===== src/rtl/alu_flag_unit_pkg.sv =====
// Shared ALU definitions: opcode constants, flag bit positions and the
// overflow interrupt handshake state encoding.
package alu_flag_unit_pkg;

    localparam logic [2:0] OP_ADD = 3'b000;
    localparam logic [2:0] OP_SUB = 3'b001;

    localparam int unsigned FLAG_V = 3;
    localparam int unsigned FLAG_C = 2;
    localparam int unsigned FLAG_Z = 1;
    localparam int unsigned FLAG_N = 0;

    typedef enum logic [1:0] {
        IDLE  = 2'b00,
        REQ   = 2'b01,
        ACKED = 2'b10
    } irq_state_e;

    // Only add and subtract produce meaningful V and C.
    function automatic logic is_arith(input logic [2:0] op);
        return (op == OP_ADD) || (op == OP_SUB);
    endfunction

endpackage


===== src/rtl/alu_irq_handshake.sv =====
// Four-phase overflow interrupt handshake with a single merged pending event.
module alu_irq_handshake
    import alu_flag_unit_pkg::*;
(
    input  logic Clk,
    input  logic RstN,
    input  logic Event,
    input  logic IrqEn,
    input  logic IrqAck,
    output logic Irq
);

    irq_state_e state;
    logic       pending;
    logic       req_c;

    assign req_c = Event & IrqEn;

    // Events arriving mid-handshake collapse into one pending request.
    always_ff @(posedge Clk) begin
        if (!RstN) begin
            state   <= IDLE;
            pending <= 1'b0;
            Irq     <= 1'b0;
        end else begin
            case (state)
                IDLE: begin
                    if (req_c || pending) begin
                        state   <= REQ;
                        pending <= 1'b0;
                        Irq     <= 1'b1;
                    end
                end
                REQ: begin
                    if (req_c) pending <= 1'b1;
                    if (IrqAck) begin
                        state <= ACKED;
                        Irq   <= 1'b0;
                    end
                end
                ACKED: begin
                    if (req_c) pending <= 1'b1;
                    if (!IrqAck) state <= IDLE;
                end
                default: begin
                    state <= IDLE;
                    Irq   <= 1'b0;
                end
            endcase
        end
    end

endmodule


===== src/rtl/alu_flag_unit.sv =====
// Registered V/C/Z/N flag stage with sticky overflow, saturating overflow
// counter and an overflow interrupt request.
module alu_flag_unit
    import alu_flag_unit_pkg::*;
#(
    parameter int unsigned WIDTH     = 8,
    parameter int unsigned CNT_WIDTH = 4
) (
    input  logic                 Clk,
    input  logic                 RstN,
    input  logic                 Valid,
    input  logic [2:0]           Sel,
    input  logic                 OvfIn,
    input  logic                 CarryIn,
    input  logic [WIDTH-1:0]     Result,
    input  logic                 IrqEn,
    input  logic                 IrqAck,
    input  logic                 ClrSticky,
    output logic [3:0]           Flags,
    output logic                 StickyOvf,
    output logic [CNT_WIDTH-1:0] OvfCount,
    output logic                 Irq
);

    localparam logic [CNT_WIDTH-1:0] CNT_MAX = '1;

    logic arith_c;
    logic v_c;
    logic ovf_event_c;

    assign arith_c     = is_arith(Sel);
    assign v_c         = arith_c & OvfIn;
    assign ovf_event_c = Valid & v_c;

    always_ff @(posedge Clk) begin
        if (!RstN) begin
            Flags <= 4'b0000;
        end else if (Valid) begin
            Flags[FLAG_V] <= v_c;
            Flags[FLAG_C] <= arith_c & CarryIn;
            Flags[FLAG_Z] <= (Result == '0);
            Flags[FLAG_N] <= Result[WIDTH-1];
        end
    end

    // Clearing takes priority over a coincident overflow event.
    always_ff @(posedge Clk) begin
        if (!RstN) begin
            StickyOvf <= 1'b0;
            OvfCount  <= '0;
        end else if (ClrSticky) begin
            StickyOvf <= 1'b0;
            OvfCount  <= '0;
        end else if (ovf_event_c) begin
            StickyOvf <= 1'b1;
            if (OvfCount != CNT_MAX) OvfCount <= OvfCount + CNT_WIDTH'(1);
        end
    end

    alu_irq_handshake u_irq (
        .Clk    (Clk),
        .RstN   (RstN),
        .Event  (ovf_event_c),
        .IrqEn  (IrqEn),
        .IrqAck (IrqAck),
        .Irq    (Irq)
    );

endmodule


===== config.mk =====
export PLATFORM = sky130hd
export DESIGN_NAME = alu_flag_unit
export DESIGN_NICKNAME = d
export VERILOG_FILES = /design/src/rtl/alu_flag_unit_pkg.sv /design/src/rtl/alu_irq_handshake.sv /design/src/rtl/alu_flag_unit.sv
export SDC_FILE = /design/constraint.sdc
export NUM_CORES = 1
export LEC_CHECK = 0
export ABC_AREA = 0
export CAP_MARGIN = 10
export CORE_AREA = 5 5 44 50
export DETAILED_ROUTE_END_ITERATION = 10
export DIE_AREA = 0 0 49 55
export PLACE_DENSITY = 0.86
export SLEW_MARGIN = 30
export SYNTH_ARGS = -nofsm -noshare
export SYNTH_HDL_FRONTEND = slang
export SYNTH_SLANG_ARGS = --single-unit
export TNS_END_PERCENT = 10

===== constraint.sdc =====
create_clock -name Clk -period 2.3 [get_ports Clk]
set_clock_uncertainty 0.05 [all_clocks]
set_input_delay 0.345 -clock Clk [delete_from_list [all_inputs] [get_ports Clk]]
set_output_delay 0.345 -clock Clk [all_outputs]
set_load 0.03 [all_outputs]

# After elaboration in Yosys (flattened, before gate mapping)
# Cells that the tools add are included.
# Widths: inputs -> output; s select.
[op_classes]
n_bitwise = 6
reduce_logical = 12
eq_ne = 8
n_mux = 10
addsub = 1
[ops]
columns = ["operator", "n"]
rows = [
  ["$reduce_and 3->1", 3],
  ["$logic_not 8->1", 1],
  ["$mux 2", 3],
  ["$pmux 2 s3", 1],
  ["$add 4x1->4 const B", 1],
  ["$and 1x1->1", 4],
  ["$mux 1", 4],
  ["$ne 2x1->1 const B", 2],
  ["$ne 2x2->1 const B", 2],
  ["$ne 4x4->1 const B", 1],
  ["$reduce_or 2->1", 2],
  ["$eq 3x1->1 const B", 1],
  ["$logic_not 3->1", 1],
  ["$pmux 1 s3", 1],
  ["$eq 2x1->1 const B", 1],
  ["$eq 2x2->1 const B", 1],
  ["$logic_not 2->1", 1],
  ["$logic_or 1x1->1", 2],
  ["$not 1->1", 2],
  ["$pmux 1 s2", 1],
  ["$reduce_and 2->1", 1],
  ["$reduce_bool 2->1", 1],
]
[totals]
wordCells = 43
reg_bits = 13
in_bits = 19
output_inout_bits = 10

# Longest topological paths before layout
# Gate-level depths: netlist of the first run.
[depth]
depth_word = 8
ltp_mapped = 5
mapped_depth_nobuf = 5

# By module
# Synthesis of the first run repeated with hierarchy kept, for this count alone.
[unflattened]
cells_unflattened = 68
hier_area_um2 = 659.4
[modules_own_cells]
columns = ["mod", "cells_per_inst", "n_inst", "seq_area_each_um2", "area_per_inst_um2"]
rows = [
  ["alu_flag_unit", 42, 1, 180.2, 405.4],
  ["alu_irq_handshake", 26, 1, 80.1, 254.0],
]

# Worst setup path before layout of the first run
# Ideal clock, no wire load.
[synth_timing]
path_kind = "input to register"
from = "in Sel[1]"
to = "reg u_irq.state[0]"
path_slack_ps = 936
t_arrival_ps = 1242
required_ps = 2178
cell_stages = 5
setup_time_ps = 72
n_path_buf = 1
cell_sequence = "and4bb_1 -> buf_6 -> a21oi_2 -> a221oi_4 -> mux2i_1"
[synth_between]
elab_chain_cells = 8
elab_cells_between_ends = 9
cone_classes = "eq/ne (2); bitwise (3); reduce/logical (4)"
[synth_rtl]
columns = ["element", "line_no", "rtl"]
rows = [
  ["start, declared", "alu_flag_unit.sv:12", "input logic [2:0] Sel,"],
  ["$eq 3x1->1 / $logic_not 3->1 (equally long branches)", "alu_flag_unit_pkg.sv:21", "return (op == OP_ADD) || (op == OP_SUB);"],
  ["$logic_or 1x1->1 *", "alu_flag_unit_pkg.sv:21", ""],
  ["$and 1x1->1 *", "alu_flag_unit.sv:32", "assign v_c = arith_c & OvfIn;"],
  ["$and 1x1->1 *", "alu_flag_unit.sv:33", "assign ovf_event_c = Valid & v_c;"],
  ["$and 1x1->1 *", "alu_irq_handshake.sv:17", "assign req_c = Event & IrqEn;"],
  ["$logic_or 1x1->1 *", "alu_irq_handshake.sv:28", "if (req_c || pending) begin"],
  ["$ne 2x1->1 (no source line) *", "-", ""],
  ["$reduce_and 3->1 (no source line) *", "-", ""],
  ["end signal, assigned", "alu_irq_handshake.sv:22", "state <= IDLE;"],
  ["end signal, assigned", "alu_irq_handshake.sv:29", "state <= REQ;"],
  ["end signal, assigned", "alu_irq_handshake.sv:37", "state <= ACKED;"],
  ["end, declared", "alu_irq_handshake.sv:13", "irq_state_e state;"],
]
# Mark *: on every way between the ends. The rest lies on a longest branch, timed or not.
# A chain may end at the register's enable or synchronous reset.

# Worst setup path after layout of the first run
[layout_timing]
from = "reg OvfCount[3]"
to = "out OvfCount[3]"
[layout_rtl]
columns = ["element", "line_no", "rtl"]
rows = [
  ["start, declared", "alu_flag_unit.sv:21", "output logic [CNT_WIDTH-1:0] OvfCount,"],
  ["start signal, assigned", "alu_flag_unit.sv:56", "if (OvfCount != CNT_MAX) OvfCount <= OvfCount + CNT_WIDTH'(1);"],
]
# No word-level cell between the ends.

==> impl_metrics.json, run 1 <==
{
  "synth_seq_cells": 13,
  "initial_core_util_pct": 40.40,
  "num_vias": 628,
  "postCtsHoldBufs": 0,
  "grt_first_pass_wirelength_um": 2401,
  "areaGrowthSynthToFinish_pct": 45.86,
  "wl_per_cell_um": 11.87,
  "clkPwrFrac_pct": 26.7,
  "crit_slowest_cell": "clkdlybuf4s50_1",
  "synth-warning-count": 0,
  "max_freq_mhz": 570.4,
  "critPathKind": "register to output port",
  "setup-tns-final_ns": 0,
  "status": "complete, no violations",
  "coreArea_um2": 1682,
  "port-buffer-count": 27,
  "synth_most_common_cell": "dfxtp_1",
  "first_pass_iters": 4,
  "via_per_inst": 5.233,
  "endpoint_kind": "output port",
  "cellInternalPower_mw": 0.3747,
  "ctsResizeCount": 0,
  "path_clk_slew_ns": 0.07,
  "final_cell_area_um2": 991.0,
  "grt_pass1_vias": 598,
  "layout-drive-gt1-share_pct": 5.882,
  "power_switching_mw": 0.1343,
  "path_buf_inv": 1,
  "place_hpwl_um": 1191,
  "crit_fanout": 5,
  "post_cts_buffers": 0,
  "die_w_um": 49,
  "min_path_cells": 1,
  "netlist_instances": 72,
  "cts_max_level": 1,
  "root_buffer": "clkbuf_4",
  "synthTopCellsByCount": "13 x dfxtp_1, 8 x nand2_1, 7 x ha_1, 5 x nor2_1, 4 x inv_1",
  "r2r-start": "u_irq.state[0]$_SDFFE_PN0P_",
  "cts.sink_count": 13,
  "track_usage_pct": 11.27,
  "postSynthAreaPerCell_um2": 9.436,
  "powerDensity_nw_per_um2": 513.7,
  "slew_headroom_pct": 74.83,
  "wirelength_um": 1424,
  "grt_antenna_before_repair": 0,
  "setup.worst_path.start": "OvfCount[3]$_SDFFE_PP0P_",
  "synth_area_um2": 679.4,
  "cts_tree": "yes",
  "antenna_cells": 0,
  "swShare_pct": 26.39,
  "ys_types": 29,
  "timing.reg2reg.setup_slack_ns": 0.84,
  "p_leak_nw": 0.3737,
  "grt_max_degree": 12,
  "critical_path.cell_chain": "clkdlybuf4s50_1",
  "whs_endpoint": "u_irq.Irq$_SDFFE_PN0P_",
  "die_h_um": 55,
  "synth_nets": 98,
  "ios": 29,
  "rows": 16,
  "synth_edf_count": 0,
  "synth_largest_area_cell": "dfxtp_1",
  "drtIter0Drc": 4,
  "ff_latch_area_um2": 260.3,
  "layout_min_cycle_time_ns": 1.753,
  "dpl_cell_area_um2": 964.7,
  "worstPathRequired_ns": 1.90,
  "pwr-share-comb_pct": 25.1,
  "worst_setup_path_start_kind": "register",
  "ff2ff_path_depth": 4,
  "regToRegEndpoint": "u_irq.state[1]$_SDFFE_PN0P_",
  "crit_family": "buffers and inverters",
  "fin_nets": 129,
  "fillers": 167,
  "fin_crit_sh_pct": 76.22,
  "sequentialPowerShare_pct": 48.1,
  "cts_made_buffers": 3,
  "cap_violations": 0,
  "fin_ws_ns": 0.5468,
  "synthFlopType": "dfxtp_1",
  "critical_path_arrival_ns": 1.36,
  "clock_path_buffers": 2,
  "synth_seq_area_share_pct": 38.31,
  "drv_slew": 0,
  "clock_latency_ns": 0.26,
  "hp-start": "u_irq.Irq$_SDFFE_PN0P_",
  "max_stage_delay_ns": 0.70,
  "setup_viol": 0,
  "place_ws_ns": 0.3505,
  "synth_top_area_share_pct": 38.31,
  "ant_nets": 0,
  "hold_viol_final": 0,
  "global_route.overflow_total": 0,
  "dieArea_um2": 2695,
  "multi_input_area_um2": 389.1,
  "rsz0062_at_grt": "no",
  "peakVddDrop_mv": 0.2978,
  "tightest_slew_ns": 0.3763,
  "drc": 0,
  "place.gp.congestion": 0.7278,
  "synthTopCellsByArea": "dfxtp_1 38%, ha_1 13%, mux2i_1 4.4%",
  "ys_async_sr_fraction_pct": 0,
  "holdCritPathClass": "register to register"
}
==> kinds of logic after synthesis <==
group,share of synthesized area [%]
adders and majority gates,12.89
xor gates and xnor gates,1.289
DFF,38.31
buffers and inverters,4.419
muxes,4.420
and+or+nand+nor,22.65
AOI/OAI and AO/OA,16.02
==> sequential cells by signal, summed over array words and instances (netlist names) <==
signal,flops
OvfCount,4
u_irq.Irq,1
u_irq.state,2
u_irq.pending,1
StickyOvf,1
Flags,4
==> power by group through the flow <==
stage | combinational (mW) | clock [mW] | sequential, mW
finish | 0.128 | 0.136 | 0.245
global placement | 0.126 | 0 | 0.250
floorplan | 0.0743 | 0 | 0.255
detailed placement | 0.130 | 0 | 0.251
CTS | 0.130 | 0.141 | 0.245
global route | 0.139 | 0.151 | 0.247
==> how the worst max path moves through the flow <==
stage | slack, ns | endpoint | depth (start not counted)
after global routing | 0.50 | OvfCount[3] | 1
after detailed placement | 0.35 | u_irq.state[0]$_SDFFE_PN0P_ | 5
after global placement | 0.38 | u_irq.state[0]$_SDFFE_PN0P_ | 5
final | 0.55 | OvfCount[3] | 1
after CTS | 0.54 | OvfCount[0] | 1
after floorplan | 0.94 | u_irq.state[0]$_SDFFE_PN0P_ | 5
==> area by class of cell <==
cell class / instances / share of cell area, %
clock buffers: 4 / 2.652
repair buffers: 28 / 28.03
flip-flops and latches: 13 / 26.26
multi-input cells: 53 / 39.27
inverters: 4 / 1.515
well taps: 18 / 2.273
==> per-stage QoR <==
stage | cells | util [%] | hold slack (ns) | total power, mW
final | 120 | 58.93 | 0.4267 | 0.5091
after global routing | 120 | 58.93 | 0.4613 | 0.5375
after CTS | 120 | 58.93 | 0.4345 | 0.5163
after detailed placement | 116 | 57.37 | 0.4216 | 0.3809
after global placement | 116 | 57.37 | 0.4022 | 0.3757
after floorplan | 72 | - | 0.4177 | 0.3291
==> routing by layer <==
layer | GRT usage [%] | share of wire, % | vias up
li1 | - | - | 312
met1 | 10.84 | 40 | 293
met2 | 23.48 | 53 | 23
met3 | 2.681 | 7.0 | 0
met4 | 4.036 | 0 | 0
met5 | 0 | 0 | -
==> cells in the final DEF, fill, tap and decap left out <==
cell type	n
clkdlybuf4s50_1	27
dfxtp_1	13
nand2_1	8
ha_1	7
nor2_1	5
inv_1	4
nand3_1	3
mux2i_1	3
a21oi_1	3
clkbuf_4	3
nand2b_1	2
nor4_1	2
nor2b_1	2
nor3_1	2
o21a_1	2
and4bb_1	1
xor2_1	1
o32ai_1	1
and2_1	1
a21boi_0	1
and4b_1	1
and2b_1	1
and3_1	1
a211oi_1	1
a31oi_1	1
o21ai_0	1
a21oi_2	1
a221oi_4	1
o31a_1	1
clkbuf_1	1
buf_4	1
Note: power is estimated with default switching activity, not from simulation.
==> run 2: changes to the inputs <==
Settings changed: CORE_AREA 5 5 44 50 to 5 5 48 54, DIE_AREA 0 0 49 55 to 0 0 53 59, PLACE_DENSITY 0.86 to 0.77.
Clock period 2.3 ns to 1.5 ns, I/O delays scaled along.
==> run 2 against run 1 <==
Global-route usage up 0.12 points. Die area is 16% higher. Setup slack got worse by 0.47 ns. Critical endpoint is now u_irq.state[0]$_SDFFE_PN0P_. Hold slack worse by 0.16 ns. Critical path type is now primary input to register. Critical path depth rose by 4. Largest power group unchanged. Sequential cell count unchanged. Highest routed layer is now met4. Non-clock buffer count grew 3. Combinational power up 79%.
==> impl_metrics.json, run 2 (synthesis gave the netlist of run 1 again) <==
{
  "status": "complete, no violations",
  "cts_made_buffers": 3,
  "clkPwrFrac_pct": 27.0,
  "areaGrowthSynthToFinish_pct": 52.30,
  "rows": 17,
  "finalPower_mw": 0.8187,
  "grt_use_met3_pct": 5.038,
  "crit_family": "buffers and inverters",
  "slew_headroom_pct": 78.31,
  "post_cts_buffers": 0,
  "place_hpwl_um": 1267,
  "dpl_cell_area_um2": 999.7,
  "drc": 0,
  "die_h_um": 59,
  "fin_nets": 132,
  "layout_min_cycle_time_ns": 1.423,
  "setup.worst_path.end": "u_irq.state[0]$_SDFFE_PN0P_",
  "regToRegEndpoint": "u_irq.state[0]$_SDFFE_PN0P_",
  "num_vias": 606,
  "max_stage_delay_ns": 0.47,
  "grt_antenna_before_repair": 0,
  "fin_ws_ns": 0.07656,
  "first_pass_iters": 4,
  "r2r-start": "u_irq.state[0]$_SDFFE_PN0P_",
  "place.gp.congestion": 0.8106,
  "worst_setup_path_start_kind": "primary input",
  "final_cell_mix": "15 x clkdlybuf4s50_1, 12 x dfxtp_1, 10 x dlygate4sd2_1, 8 x nand2_1, 7 x ha_1",
  "track_usage_pct": 11.39,
  "max_freq_mhz": 702.5,
  "endpoint_kind": "register",
  "largestRegisters": "Flags x4, OvfCount x4, u_irq.state x2",
  "holdCritPathClass": "primary input to register",
  "dp_cells": 129,
  "crit_cells": 5,
  "global_route.overflow_total": 0,
  "final_common_cell": "clkdlybuf4s50_1",
  "gr-usage-met2_pct": 20.39,
  "via_per_inst": 4.556,
  "drtIter0Drc": 4,
  "cap_violations": 0,
  "grtUsageMet1_pct": 11.20,
  "rsz0062_at_grt": "no",
  "post-route-util_pct": 52.31,
  "cts_tree": "yes",
  "die_w_um": 53,
  "powerDensity_nw_per_um2": 791.2,
  "initial_core_util_pct": 34.35,
  "coreArea_um2": 1978,
  "layout-drive-gt1-share_pct": 11.43,
  "pwr-share-comb_pct": 27.9,
  "dieArea_um2": 3127,
  "wirelength_um": 1552,
  "crit_fanout": 2,
  "ff2ff_path_depth": 5,
  "root_buffer": "clkbuf_4",
  "peakVddDrop_mv": 0.5500,
  "setup_viol": 0,
  "sequentialPowerShare_pct": 45.1,
  "clock_latency_ns": 0.28,
  "wl_per_cell_um": 11.67,
  "crit_slowest_cell": "clkdlybuf4s50_1",
  "cellInternalPower_mw": 0.5888,
  "worstPathRequired_ns": 1.66,
  "path_clk_slew_ns": 0.08,
  "critPathKind": "primary input to register",
  "grt_max_degree": 10,
  "path_buf_inv": 1,
  "timing.reg2reg.setup_slack_ns": 0.12,
  "final_cells": 133,
  "place_ws_ns": -0.2374,
  "clock_path_buffers": 2,
  "tightest_slew_ns": 0.3267,
  "fillers": 183,
  "top_usage_layer": "met2",
  "grt_pass1_vias": 636,
  "setup.worst_path.start": "Valid",
  "power_switching_mw": 0.2299,
  "critical_path.cell_chain": "clkdlybuf4s50_1 -> and4bb_2 -> a21oi_4 -> a221oi_4 -> mux2i_1",
  "port-buffer-count": 27,
  "critical_path_arrival_ns": 1.59,
  "swShare_pct": 28.08,
  "ant_nets": 0,
  "cts_max_level": 1,
  "final_cell_area_um2": 1035,
  "hold_viol_final": 0,
  "fin_crit_sh_pct": 94.90,
  "grt_first_pass_wirelength_um": 2580,
  "p_leak_nw": 0.4540,
  "ios": 29,
  "cts.sink_count": 13,
  "drv_slew": 0,
  "antenna_cells": 0
}
run 2: changes by cell type in the layout (fill, tap and decap cells not counted), sizes merged:
cell,before,now
dlymetal6s2s,0,2
dlygate4sd2,0,10
buf,1,4
clkdlybuf4s50,27,15
run 2: repair_timing:
action                                  4_1_cts  5_1_grt
cloned                                        0        0
pin swaps                                     0        2
endpoints found under the setup margin       10        2
gates resized for setup                      10        7
hold buffers                                  0        0
run 2: routing by layer:
metal	share of wire, %	wire (µm)	vias to the layer above
met5	0	0	-
met3	5.9	91	3
li1	-	-	316
met1	40	623	273
met2	53	816	14
met4	1.3	20	0
run 2: cell type report:
| class | instances | area, µm² | share of cell area (%) |
|---|---|---|---|
| clock buffer | 4 | 26.28 | 2.539 |
| inverter | 4 | 15.01 | 1.451 |
| sequential | 13 | 261.5 | 25.27 |
| tap | 28 | 35.03 | 3.386 |
| timing repair buffer | 31 | 292.8 | 28.30 |
| multi-input combinational | 53 | 404.1 | 39.06 |
run 2: how the worst min path moves through the flow:
stage	startpoint	end	slack [ns]	cells after the start
after floorplan	Valid	Flags[1]$_SDFFE_PN0P_	0.33	2
after global placement	Flags[1]$_SDFFE_PN0P_	Flags[1]$_SDFFE_PN0P_	0.42	2
after detailed placement	u_irq.Irq$_SDFFE_PN0P_	u_irq.Irq$_SDFFE_PN0P_	0.42	1
after CTS	u_irq.Irq$_SDFFE_PN0P_	u_irq.Irq$_SDFFE_PN0P_	0.44	1
after global routing	Sel[2]	Flags[2]$_SDFFE_PN0P_	0.28	3
final	Sel[1]	Flags[2]$_SDFFE_PN0P_	0.27	3
run 2: per-stage QoR:
step	TNS, ns	hold WS, ns
final	0	0.2695
after global routing	0	0.2839
after CTS	0	0.4359
after detailed placement	-0.9877	0.4160
after global placement	-0.6545	0.4165
after floorplan	0	0.3311
run 2: worst register-to-register path: stages (launching register included):
cell and delay [ns]:
dfxtp_1 0.32, buf_4 0.14, ha_1 0.20, nor2b_4 0.15, a221oi_4 0.23, mux2i_1 0.22
run 2: power groups by stage:
stage                     sequential (mW)  clock (mW)  combinational (mW)
after floorplan                     0.391           0               0.114
after global placement              0.376           0               0.216
after detailed placement            0.377           0               0.226
after CTS                           0.368       0.230               0.224
after global routing                0.371       0.256               0.247
final                               0.369       0.221               0.229
